## src/rtl/sprite_fetch_compositor.sv

```systemverilog
// Fetches the background texel then one texel per sprite slot from spriteRAM and composites them
// into one palette index; fixed NUM_SPR+3 cycle latency, one pixel in flight, starts ignored while busy.
module sprite_fetch_compositor #(
  parameter int          NUM_SPR     = 4,
  parameter logic [4:0]  TRANSPARENT = 5'd0,
  parameter int          MAP_W       = 320,
  parameter logic [17:0] MAP1_BASE   = 18'd1707,
  parameter logic [17:0] MAP2_BASE   = 18'd78507
) (
  input  logic                    clock,
  input  logic                    reset_n,
  input  logic                    pixel_start,
  input  logic [9:0]              pixel_x,
  input  logic [9:0]              pixel_y,
  input  logic                    map_sel,
  input  logic [NUM_SPR-1:0]      spr_en,
  input  logic [10*NUM_SPR-1:0]   spr_x,
  input  logic [10*NUM_SPR-1:0]   spr_y,
  input  logic [18*NUM_SPR-1:0]   spr_base,
  input  logic [6*NUM_SPR-1:0]    spr_w,
  input  logic [6*NUM_SPR-1:0]    spr_h,
  output logic [17:0]             ram_addr,
  input  logic [4:0]              ram_q,
  output logic                    busy,
  output logic                    pixel_valid,
  output logic [4:0]              pixel_index
);

  localparam int CW = $clog2(NUM_SPR + 1);

  typedef enum logic [1:0] {IDLE, ISSUE, DRAIN} state_t;

  state_t state, state_nxt;
  logic   accept, last_issue, done;

  logic [CW-1:0]           cnt;
  logic [9:0]              lx, ly;
  logic                    lmap;
  logic [NUM_SPR-1:0]      len;
  logic [10*NUM_SPR-1:0]   lsx, lsy;
  logic [18*NUM_SPR-1:0]   lbase;
  logic [6*NUM_SPR-1:0]    lw, lh;

  logic       d1_vld, d1_bg, d1_hit;
  logic       d2_vld, d2_bg, d2_hit;
  logic [4:0] acc, acc_nxt;

  logic        cur_en;
  logic [9:0]  cur_sx, cur_sy;
  logic [17:0] cur_base;
  logic [5:0]  cur_w, cur_h;

  logic        slot_bg, hit_spr, slot_hit;
  logic [10:0] x11, y11, sx11, sy11, xe11, ye11;
  logic [9:0]  dx, dy;
  logic [17:0] bg_addr, spr_addr;

  always_ff @(posedge clock or negedge reset_n) begin
    if (!reset_n) state <= IDLE;
    else          state <= state_nxt;
  end

  always_comb begin
    state_nxt  = state;
    accept     = 1'b0;
    last_issue = 1'b0;
    done       = 1'b0;
    case (state)
      IDLE: begin
        if (pixel_start) begin
          accept    = 1'b1;
          state_nxt = ISSUE;
        end
      end
      ISSUE: begin
        if (cnt == CW'(NUM_SPR)) begin
          last_issue = 1'b1;
          state_nxt  = DRAIN;
        end
      end
      DRAIN: begin
        if (cnt == CW'(1)) begin
          done      = 1'b1;
          state_nxt = IDLE;
        end
      end
      default: state_nxt = IDLE;
    endcase
  end

  // Slot 0 is the background; sprite slot i reads descriptor i-1.
  always_comb begin
    cur_en   = 1'b0;
    cur_sx   = '0;
    cur_sy   = '0;
    cur_base = '0;
    cur_w    = '0;
    cur_h    = '0;
    for (int i = 0; i < NUM_SPR; i++) begin
      if (cnt == CW'(i + 1)) begin
        cur_en   = len[i];
        cur_sx   = lsx[i*10 +: 10];
        cur_sy   = lsy[i*10 +: 10];
        cur_base = lbase[i*18 +: 18];
        cur_w    = lw[i*6 +: 6];
        cur_h    = lh[i*6 +: 6];
      end
    end
  end

  // Bounds compared at 11 bits so a sprite near the right/bottom edge never wraps.
  always_comb begin
    x11      = {1'b0, lx};
    y11      = {1'b0, ly};
    sx11     = {1'b0, cur_sx};
    sy11     = {1'b0, cur_sy};
    xe11     = sx11 + {5'b0, cur_w};
    ye11     = sy11 + {5'b0, cur_h};
    slot_bg  = (cnt == '0);
    hit_spr  = cur_en && (x11 >= sx11) && (x11 < xe11) && (y11 >= sy11) && (y11 < ye11);
    slot_hit = slot_bg || hit_spr;
    dx       = lx - cur_sx;
    dy       = ly - cur_sy;
    bg_addr  = (lmap ? MAP2_BASE : MAP1_BASE) + 18'(ly[9:1]) * 18'(MAP_W) + 18'(lx[9:1]);
    spr_addr = cur_base + 18'(dy) * 18'(cur_w) + 18'(dx);
  end

  always_comb begin
    acc_nxt = acc;
    if (d2_vld) begin
      if (d2_bg)                              acc_nxt = ram_q;
      else if (d2_hit && ram_q != TRANSPARENT) acc_nxt = ram_q;
    end
  end

  always_ff @(posedge clock or negedge reset_n) begin
    if (!reset_n) begin
      cnt         <= '0;
      lx          <= '0;
      ly          <= '0;
      lmap        <= 1'b0;
      len         <= '0;
      lsx         <= '0;
      lsy         <= '0;
      lbase       <= '0;
      lw          <= '0;
      lh          <= '0;
      ram_addr    <= '0;
      d1_vld      <= 1'b0;
      d1_bg       <= 1'b0;
      d1_hit      <= 1'b0;
      d2_vld      <= 1'b0;
      d2_bg       <= 1'b0;
      d2_hit      <= 1'b0;
      acc         <= '0;
      busy        <= 1'b0;
      pixel_valid <= 1'b0;
      pixel_index <= '0;
    end else begin
      pixel_valid <= done;
      d2_vld      <= d1_vld;
      d2_bg       <= d1_bg;
      d2_hit      <= d1_hit;
      acc         <= acc_nxt;

      if (accept) begin
        lx    <= pixel_x;
        ly    <= pixel_y;
        lmap  <= map_sel;
        len   <= spr_en;
        lsx   <= spr_x;
        lsy   <= spr_y;
        lbase <= spr_base;
        lw    <= spr_w;
        lh    <= spr_h;
        cnt   <= '0;
        busy  <= 1'b1;
      end

      if (state == ISSUE) begin
        if (slot_hit) ram_addr <= slot_bg ? bg_addr : spr_addr;
        d1_vld <= 1'b1;
        d1_bg  <= slot_bg;
        d1_hit <= slot_hit;
        cnt    <= last_issue ? '0 : cnt + CW'(1);
      end else begin
        d1_vld <= 1'b0;
        d1_bg  <= 1'b0;
        d1_hit <= 1'b0;
      end

      if (state == DRAIN) cnt <= cnt + CW'(1);

      if (done) begin
        pixel_index <= acc_nxt;
        busy        <= 1'b0;
      end
    end
  end

endmodule

```

## config.mk

```make
export PLATFORM = sky130hd
export DESIGN_NAME = sprite_fetch_compositor
export DESIGN_NICKNAME = d
export VERILOG_FILES = /design/src/rtl/sprite_fetch_compositor.sv
export SDC_FILE = /design/constraint.sdc
export NUM_CORES = 1
export LEC_CHECK = 0
export CORE_MARGIN = 1.5
export CORE_UTILIZATION = 50
export DETAILED_ROUTE_END_ITERATION = 8
export GPL_TIMING_DRIVEN = 1
export PLACE_DENSITY = 0.73
export SLEW_MARGIN = 5
export SYNTH_ARGS = -nofsm -noshare
export SYNTH_HDL_FRONTEND = slang
export SYNTH_SLANG_ARGS = --single-unit
```

## constraint.sdc

```tcl
create_clock -name clock -period 8.9 [get_ports clock]
set_input_delay 1.335 -clock clock [delete_from_list [all_inputs] [get_ports clock]]
set_output_delay 1.335 -clock clock [all_outputs]
set_load 0.01 [all_outputs]
```

==> summary.txt, run 1 <==
Outcome
  • Status: completed

Yosys
  • Syn_nets: 2077
  • Distinct cells, synth: 75
  • Mean Syn Cell Area: 10.44 um2
  • Cells after synthesis: 1657
  • Register area share after synthesis: 0.3848
  • Synthesized area: 17300 um2
  • Synth Register Bits: 266
  • EDFF count, synth: 0
  • Primary FF master, synth: dfrtp_1
  • Async set or reset register ratio after synthesis: 1.000
  • Ys Warns: 0

Detailed routing
  • Detailed Route WL: 45370 um
  • Vias: 13160
  • Routed WL per cell: 19.23 um
  • Residual DRC: 0
  • DR iter-0 viols: 750
  • TritonRoute pass-1 iters: 5
  • Via/cell ratio: 5.579
  • Antenna viol nets, final: 0

Floorplanning
  • I/O pins: 258
  • Width of the die: 189 um
  • Die ar.: 35720 um2
  • Core area: 33780 um2
  • Num rows: 67
  • Effective utilization at floorplan: 0.5120
  • Die Y: 189 um

Clock network
  • H-tree levels: 1
  • Cts hold-fix bufs: 0
  • Root buffer cell: clkbuf_16
  • Number of buffers created by CTS: 28
  • Postcts setup bufs: 0
  • Cts repair resizes: 0
  • CTS tree: built
  • CTS Sinks: 266
  • Bufs on Longest Clock Path: 3
  • Reg clk slew, reported paths: 0.06 ns
  • Clock Latency Late Sink: 0.57 ns

Layout
  • Area delta synth->final: 23.70%
  • Most common cell after layout, fill and taps aside: dfrtp_1
  • Final core occ: 0.6334
  • Post-layout nets: 2309
  • N_diodes: 0
  • Final instance area: 21400 um2
  • Commonest cells after routing, fill and taps aside: dfrtp_1, clkdlybuf4s50_1, mux2_2
  • Layout cells sized above 1: 0.1633

Critical path
  • Crit-path most repeated cell: fa_1
  • Critical Path RT: 9.34 ns
  • CP delay by family, top: adder cells
  • CP max-delay cell: fa_1
  • Crit path launch type: register
  • Crit path max fanout: 12
  • Arr. time, crit path: 8.46 ns
  • CP endpoint kind: register
  • Critical path class: register to register
  • Delay of the slowest cell on the worst path: 0.54 ns
  • Bufs and invs on worst path: 3

GRT
  • GRT overflow: 0
  • Largest net degree at the start of global routing: 198
  • Initial antenna violation count: 4
  • Vias in the first global route: 13628
  • Global-route wire length before repair: 72730 um
  • GRT Total Usage: 0.2591

STA
  • Tmin final: 8.024 ns
  • Clock skew: 0.01808 ns
  • Final setup fails: 0
  • Slew headroom: 0.1926
  • Slew Viols, Final: 0
  • Final Hold Vio Count: 0
  • Final period utilization: 0.9016
  • Worst-Margin Slew: 1.211 ns
  • RSZ-0062 raised after global routing: false
  • TNS Setup: 0 ns
  • Fmax: 124.6 MHz

Placement
  • Input/output buffers: 257
  • DP Area: 20290 um2
  • Routability Congestion: 0.9316
  • DP HPWL: 35290 um

Min path
  • Hold WC Path Type: register to register

Flow run
  • Max-Cap Viols: 0
==> final cells by class <==
cell class,count,area (um2)
inverters,139,526.8
well taps,448,560.5
clock buffers,37,794.5
repair buffers,274,2718
fillers,2711,12390
multi-input cells,1180,9832
clock inverters,15,310.3
flip-flops and latches,266,6656
==> sequential cells by signal, summed over array words and instances (netlist names), 5 cells and up <==
signal       count
lsy             40
lx              10
pixel_index      5
ram_addr        18
lw              24
lsx             40
lh              24
acc              5
ly              10
lbase           72
==> synth_stat cells, types with 14 or more instances <==
library cell  number  area share
a21o_1            15      0.0065
a21oi_1           80       0.023
nor2b_1           17      0.0061
dfrtp_1          266        0.38
nand2b_1          17      0.0061
and2_1            16      0.0058
xor2_1            18      0.0091
fa_1              61       0.071
o21a_1            14      0.0061
mux2_2           221        0.14
nor2_1           134       0.029
ha_1             126       0.091
nand2_1          114       0.025
xnor2_1           27       0.014
o21ai_0           77       0.022
o21ai_1           15      0.0043
a22oi_1           41       0.018
nor3_1            16      0.0046
inv_1            137       0.030
clkbuf_1          56       0.012
==> layer usage <==
layer	vias to the layer above	GRT usage	part of all wire
met5	-	0	0.00088
li1	6238	-	-
met1	6442	0.3442	0.44
met4	6	0.07234	0.028
met3	79	0.05913	0.072
met2	395	0.4253	0.46
==> through the flow <==
step / setup WS [ns] / hold WS [ns] / instances
2_1_floorplan: 1.046 / 0.3312 / 1657
3_3_place_gp: 1.165 / 0.3324 / 2307
4_1_cts: 0.9228 / 0.3484 / 2359
3_5_place_dp: 0.9498 / 0.3347 / 2307
5_1_grt: 0.2853 / 0.3549 / 2359
6_report: 0.8760 / 0.3471 / 2359
==> logic make-up after synthesis <==
kind of cell / Yosys count / synth area share
and+or+nand+nor: 375 / 0.1008
AOI/OAI and AO/OA: 331 / 0.1231
DFF: 266 / 0.3848
muxes: 242 / 0.1584
buffers and inverters: 211 / 0.04832
adders and majority gates: 187 / 0.1617
xor gates and xnor gates: 45 / 0.02278
==> path summary, 6_finish.rpt <==
check / endpoint / slack, ns / from / cells after the start
min in group asynchronous: lsy[15] / 0.89 / reset_n / 1
worst min register to register: d2_hit / 0.35 / d1_hit / 0
worst min-delay path: d2_hit / 0.35 / d1_hit / 0
worst max register to register: ram_addr[15] / 0.88 / cnt[0] / 29
max in group asynchronous: ram_addr[5] / 6.48 / reset_n / 2
worst max-delay path: ram_addr[15] / 0.88 / cnt[0] / 29
Power of run 1 is left out: the tool's default activity adds up to more than one toggle a clock period on the data nets, which glitch-free logic cannot reach.
==> run 2, diff against run 1 <==
Settings changed: CORE_MARGIN 1.5 to unset, CORE_UTILIZATION 50 to 25, PLACE_DENSITY 0.73 to 0.41.
==> run 2 against run 1 <==
Net effect:
- via count decreased by 0.74%
- worst setup slack got worse by 0.052 ns
- register-to-register slack lost 0.05 ns
- sequential share of layout area fell by 1.1 points
- fmax is 0.65% lower
- global-route usage is 9.8 points lower
- critical path depth did not move
- clock skew rose by 0.0069 ns
- highest routed layer unchanged
- utilization shrank 31 points
- worst hold slack lost 0.0052 ns
- die area up 97%
==> summary.txt, run 2 (synthesis gave the netlist of run 1 again) <==
Placement
  • Input/output buffers: 257
  • Routability Congestion: 0.8398
  • Post-Place Worst Slack: 0.8308 ns
  • DP HPWL: 43200 um

Clock network
  • CTS tree: built
  • CTS Sinks: 266
  • Number of buffers created by CTS: 36
  • Reg clk slew, reported paths: 0.06 ns
  • Cts repair resizes: 0
  • Bufs on Longest Clock Path: 3
  • H-tree levels: 2
  • Clock Latency Late Sink: 0.56 ns
  • Cts hold-fix bufs: 0
  • Root buffer cell: clkbuf_16
  • Postcts setup bufs: 0

Detailed routing
  • TritonRoute pass-1 iters: 5
  • Vias: 13063
  • Residual DRC: 0
  • DR iter-0 viols: 640
  • Detailed Route WL: 55650 um
  • Routed WL per cell: 19.45 um
  • Antenna viol nets, final: 0
  • Via/cell ratio: 4.566

Floorplanning
  • Die ar.: 70250 um2
  • Die Y: 265.0 um
  • Effective utilization at floorplan: 0.2522
  • I/O pins: 258
  • Core area: 68590 um2
  • Num rows: 96
  • Width of the die: 265.0 um

Critical path
  • Crit path max fanout: 27
  • Worst r2r src: cnt[1]
  • R2r worst-path depth: 29
  • Delay of the slowest cell on the worst path: 0.63 ns
  • CP max-delay cell: o311ai_0
  • R2R Setup Slk: 0.82 ns
  • Crit path launch type: register
  • CP endpoint kind: register
  • Arr. time, crit path: 8.49 ns
  • RR Endpoint: ram_addr[17]
  • Critical Path RT: 9.32 ns
  • Critical path class: register to register

GRT
  • Global-route wire length before repair: 85810 um
  • GRT Total Usage: 0.1612
  • Largest net degree at the start of global routing: 168
  • Initial antenna violation count: 12
  • GRT overflow: 0
  • Vias in the first global route: 13963

Min path
  • HP Start: d1_vld
  • Hold path cells: 0
  • Hold WC Path Type: register to register
  • Hold EP: d2_vld

Layout
  • Area delta synth->final: 28.20%
  • Max reg flops: 72
  • Most flops, register: lbase
  • Commonest cells after routing, fill and taps aside: dfrtp_1, clkdlybuf4s50_1, mux2_2
  • Layout cells sized above 1: 0.1655
  • Top Registers: lbase x72, lsx x40, lsy x40
  • Most common cell after layout, fill and taps aside: dfrtp_1
  • Post-layout nets: 2322
  • Fillcell total: 7022

STA
  • Tmin final: 8.076 ns
  • Final setup fails: 0
  • RSZ-0062 raised after global routing: false
  • Clock skew: 0.02500 ns
  • Slew Viols, Final: 0
  • Worst-Margin Slew: 1.197 ns
  • Final worst slack: 0.8238 ns
  • TNS Setup: 0 ns
  • Final Hold Vio Count: 0
  • Slew headroom: 0.2019
  • Fmax: 123.8 MHz
  • Final period utilization: 0.9074

Flow run
  • Max-Cap Viols: 0

Outcome
  • Status: completed
[run 2: worst max-delay path by stage]
stage / from / slack [ns] / cells after the start / end
after floorplan: cnt[2] / 1.05 / 35 / ram_addr[15]
after global placement: cnt[0] / 1.04 / 29 / ram_addr[17]
after detailed placement: cnt[1] / 0.83 / 29 / ram_addr[17]
after CTS: cnt[1] / 0.75 / 29 / ram_addr[17]
after global routing: cnt[1] / 0.03 / 29 / ram_addr[17]
final: cnt[1] / 0.82 / 29 / ram_addr[17]
[run 2: layer usage]
| layer | vias up | global-route usage | routed length (um) |
|---|---|---|---|
| li1 | 6277 | - | - |
| met1 | 6446 | 0.2163 | 25880 |
| met2 | 254 | 0.2623 | 25790 |
| met3 | 70 | 0.03629 | 2880 |
| met4 | 16 | 0.03812 | 998 |
| met5 | - | 0 | 109 |
[run 2: layout make-up]
| type | count | area (um2) | area share |
|---|---|---|---|
| Clock buffer | 53 | 1026 | 0.04627 |
| Clock inverter | 10 | 192.7 | 0.008689 |
| Timing Repair Buffer | 279 | 2768 | 0.1248 |
| Antenna cell | 3 | 7.507 | 0.0003385 |
| Inverter | 139 | 526.8 | 0.02375 |
| Tap cell | 931 | 1165 | 0.05253 |
| Multi-Input combinational cell | 1180 | 9833 | 0.4434 |
| Sequential cell | 266 | 6656 | 0.3002 |
[run 2: worst max-delay path, delay by kind of cell, from the launching register on]
| family | cells | cell delay (ns) |
|---|---|---|
| multiplexers | 1 | 0.10 |
| AND/OR/NAND/NOR | 3 | 0.72 |
| XOR/XNOR | 1 | 0.27 |
| flip-flops | 1 | 0.42 |
| AO/OA/AOI/OAI | 12 | 3.02 |
| buffers and inverters | 5 | 0.67 |
| adder cells (fa/ha/maj) | 7 | 2.74 |
[run 2: stage by stage]
stage | util | hold WS (ns) | instance area, um2 | std cells
after floorplan | - | 0.3312 | 17300 | 1657
after global placement | 0.3054 | 0.3347 | 20950 | 2795
after detailed placement | 0.3054 | 0.3393 | 20950 | 2795
after CTS | 0.3232 | 0.3412 | 22170 | 2858
after global routing | 0.3233 | 0.3605 | 22170 | 2860
final | 0.3233 | 0.3418 | 22180 | 2861
Power of run 2 is left out for the same reason.
==> run 3, diff against run 2 <==
Settings changed: CORE_MARGIN set to 5, SKIP_CTS_REPAIR_TIMING set to 1.
Clock period 8.9 ns to 9.1 ns, I/O delays scaled along.
==> run 3 against run 2 <==
Net effect:
- utilization is essentially flat
- fmax down 0.20%
- wire length increased by 2.5%
- clock-buffer cell count decreased by 3
- via count shrank 0.44%
- worst hold slack improved by 0.0039 ns
- sequential cell count unchanged
- first-iteration DRC count increased by 5.2%
- critical endpoint unchanged
- highest routed layer unchanged
==> summary.txt, run 3 (synthesis gave the netlist of run 1 again) <==
Critical path
  • Delay of the slowest cell on the worst path: 0.64 ns
  • CP endpoint kind: register
  • Crit path max fanout: 8
  • CP max-delay cell: or4_1
  • Critical path class: register to register
  • Critical Path RT: 9.52 ns
  • Crit path launch type: register
  • Arr. time, crit path: 8.51 ns

Clock network
  • Clock Latency Late Sink: 0.55 ns
  • CTS tree: built
  • Number of buffers created by CTS: 36
  • H-tree levels: 2
  • Reg clk slew, reported paths: 0.06 ns
  • CTS Sinks: 266
  • Root buffer cell: clkbuf_16
  • Bufs on Longest Clock Path: 3

Detailed routing
  • TritonRoute pass-1 iters: 5
  • Routed WL per cell: 19.92 um
  • Antenna viol nets, final: 0
  • Via/cell ratio: 4.540
  • DR iter-0 viols: 673
  • Detailed Route WL: 57070 um
  • Vias: 13006
  • Residual DRC: 0

Layout
  • Max reg flops: 72
  • Commonest cells after routing, fill and taps aside: dfrtp_1, clkdlybuf4s50_1, mux2_2
  • Final core occ: 0.3230
  • Fillcell total: 7086
  • Multi-input gate area: 9833 um2
  • Post-layout nets: 2324
  • Most flops, register: lbase
  • Top Registers: lbase x72, lsx x40, lsy x40
  • Layout cells sized above 1: 0.1685
  • Storage element area: 6656 um2
  • Most common cell after layout, fill and taps aside: dfrtp_1
  • Area delta synth->final: 28.07%

GRT
  • Initial antenna violation count: 12
  • GRT Total Usage: 0.1519
  • GRT overflow: 0
  • Global-route wire length before repair: 86840 um
  • Largest net degree at the start of global routing: 150
  • Vias in the first global route: 14067

STA
  • TNS Setup: 0 ns
  • Final period utilization: 0.8893
  • Final setup fails: 0
  • Slew headroom: 0.3750
  • Hold_ws: 0.3457 ns
  • Tmin final: 8.092 ns
  • Final Hold Vio Count: 0
  • Fmax: 123.6 MHz
  • Worst-Margin Slew: 0.9375 ns
  • RSZ-0062 raised after global routing: false
  • Clock skew: 0.02253 ns
  • Slew Viols, Final: 0

Flow run
  • Max-Cap Viols: 0

Placement
  • DP HPWL: 44630 um
  • Input/output buffers: 257
  • Routability Congestion: 0.8356

Floorplanning
  • Effective utilization at floorplan: 0.2522
  • Die ar.: 74550 um2
  • Width of the die: 273.0 um
  • Die Y: 273.0 um
  • Num rows: 96
  • Core area: 68590 um2
  • I/O pins: 258

Min path
  • Hold WC Path Type: register to register

Outcome
  • Status: completed
[run 3: path summary, 6_finish.rpt]
kind	slack (ns)	cells after the start	to	startpoint
worst min register to register	0.35	0	d2_bg	d1_bg
min in group asynchronous	0.85	1	lw[10]	reset_n
worst max register to register	1.01	29	ram_addr[17]	cnt[1]
max in group asynchronous	6.18	3	ly[0]	reset_n
worst min-delay path	0.35	0	d2_bg	d1_bg
worst max-delay path	1.01	29	ram_addr[17]	cnt[1]
[run 3: layer usage]
layer  routed length, um  track usage
met1               27030       0.2073
met4                1015      0.03425
met3                2748      0.03363
met2               26190       0.2478
met5                  87            0
[run 3: through the flow]
stage	instances	instance area, um2	setup slack [ns]
2_1_floorplan	1657	17300	1.246
3_5_place_dp	2797	20950	1.085
6_report	2865	22150	1.008
5_1_grt	2861	22140	0.3382
4_1_cts	2860	22140	1.034
3_3_place_gp	2797	20950	1.188
[run 3: area by class of cell]
type | count | area share
multi-input cells | 1180 | 0.4439
clock inverters | 13 | 0.007399
clock buffers | 50 | 0.04626
flip-flops and latches | 266 | 0.3005
repair buffers | 281 | 0.1250
diodes | 5 | 0.0005648
well taps | 931 | 0.05258
inverters | 139 | 0.02378
[run 3: critical path, delay by kind of cell, from the launching register on]
kind / cells / cell delay, ns
AO/OA/AOI/OAI: 12 / 2.65
adder cells (fa/ha/maj): 7 / 2.94
buffers and inverters: 4 / 0.24
flip-flops: 1 / 0.41
multiplexers: 1 / 0.10
AND/OR/NAND/NOR: 5 / 1.62
Power of run 3 is left out for the same reason.
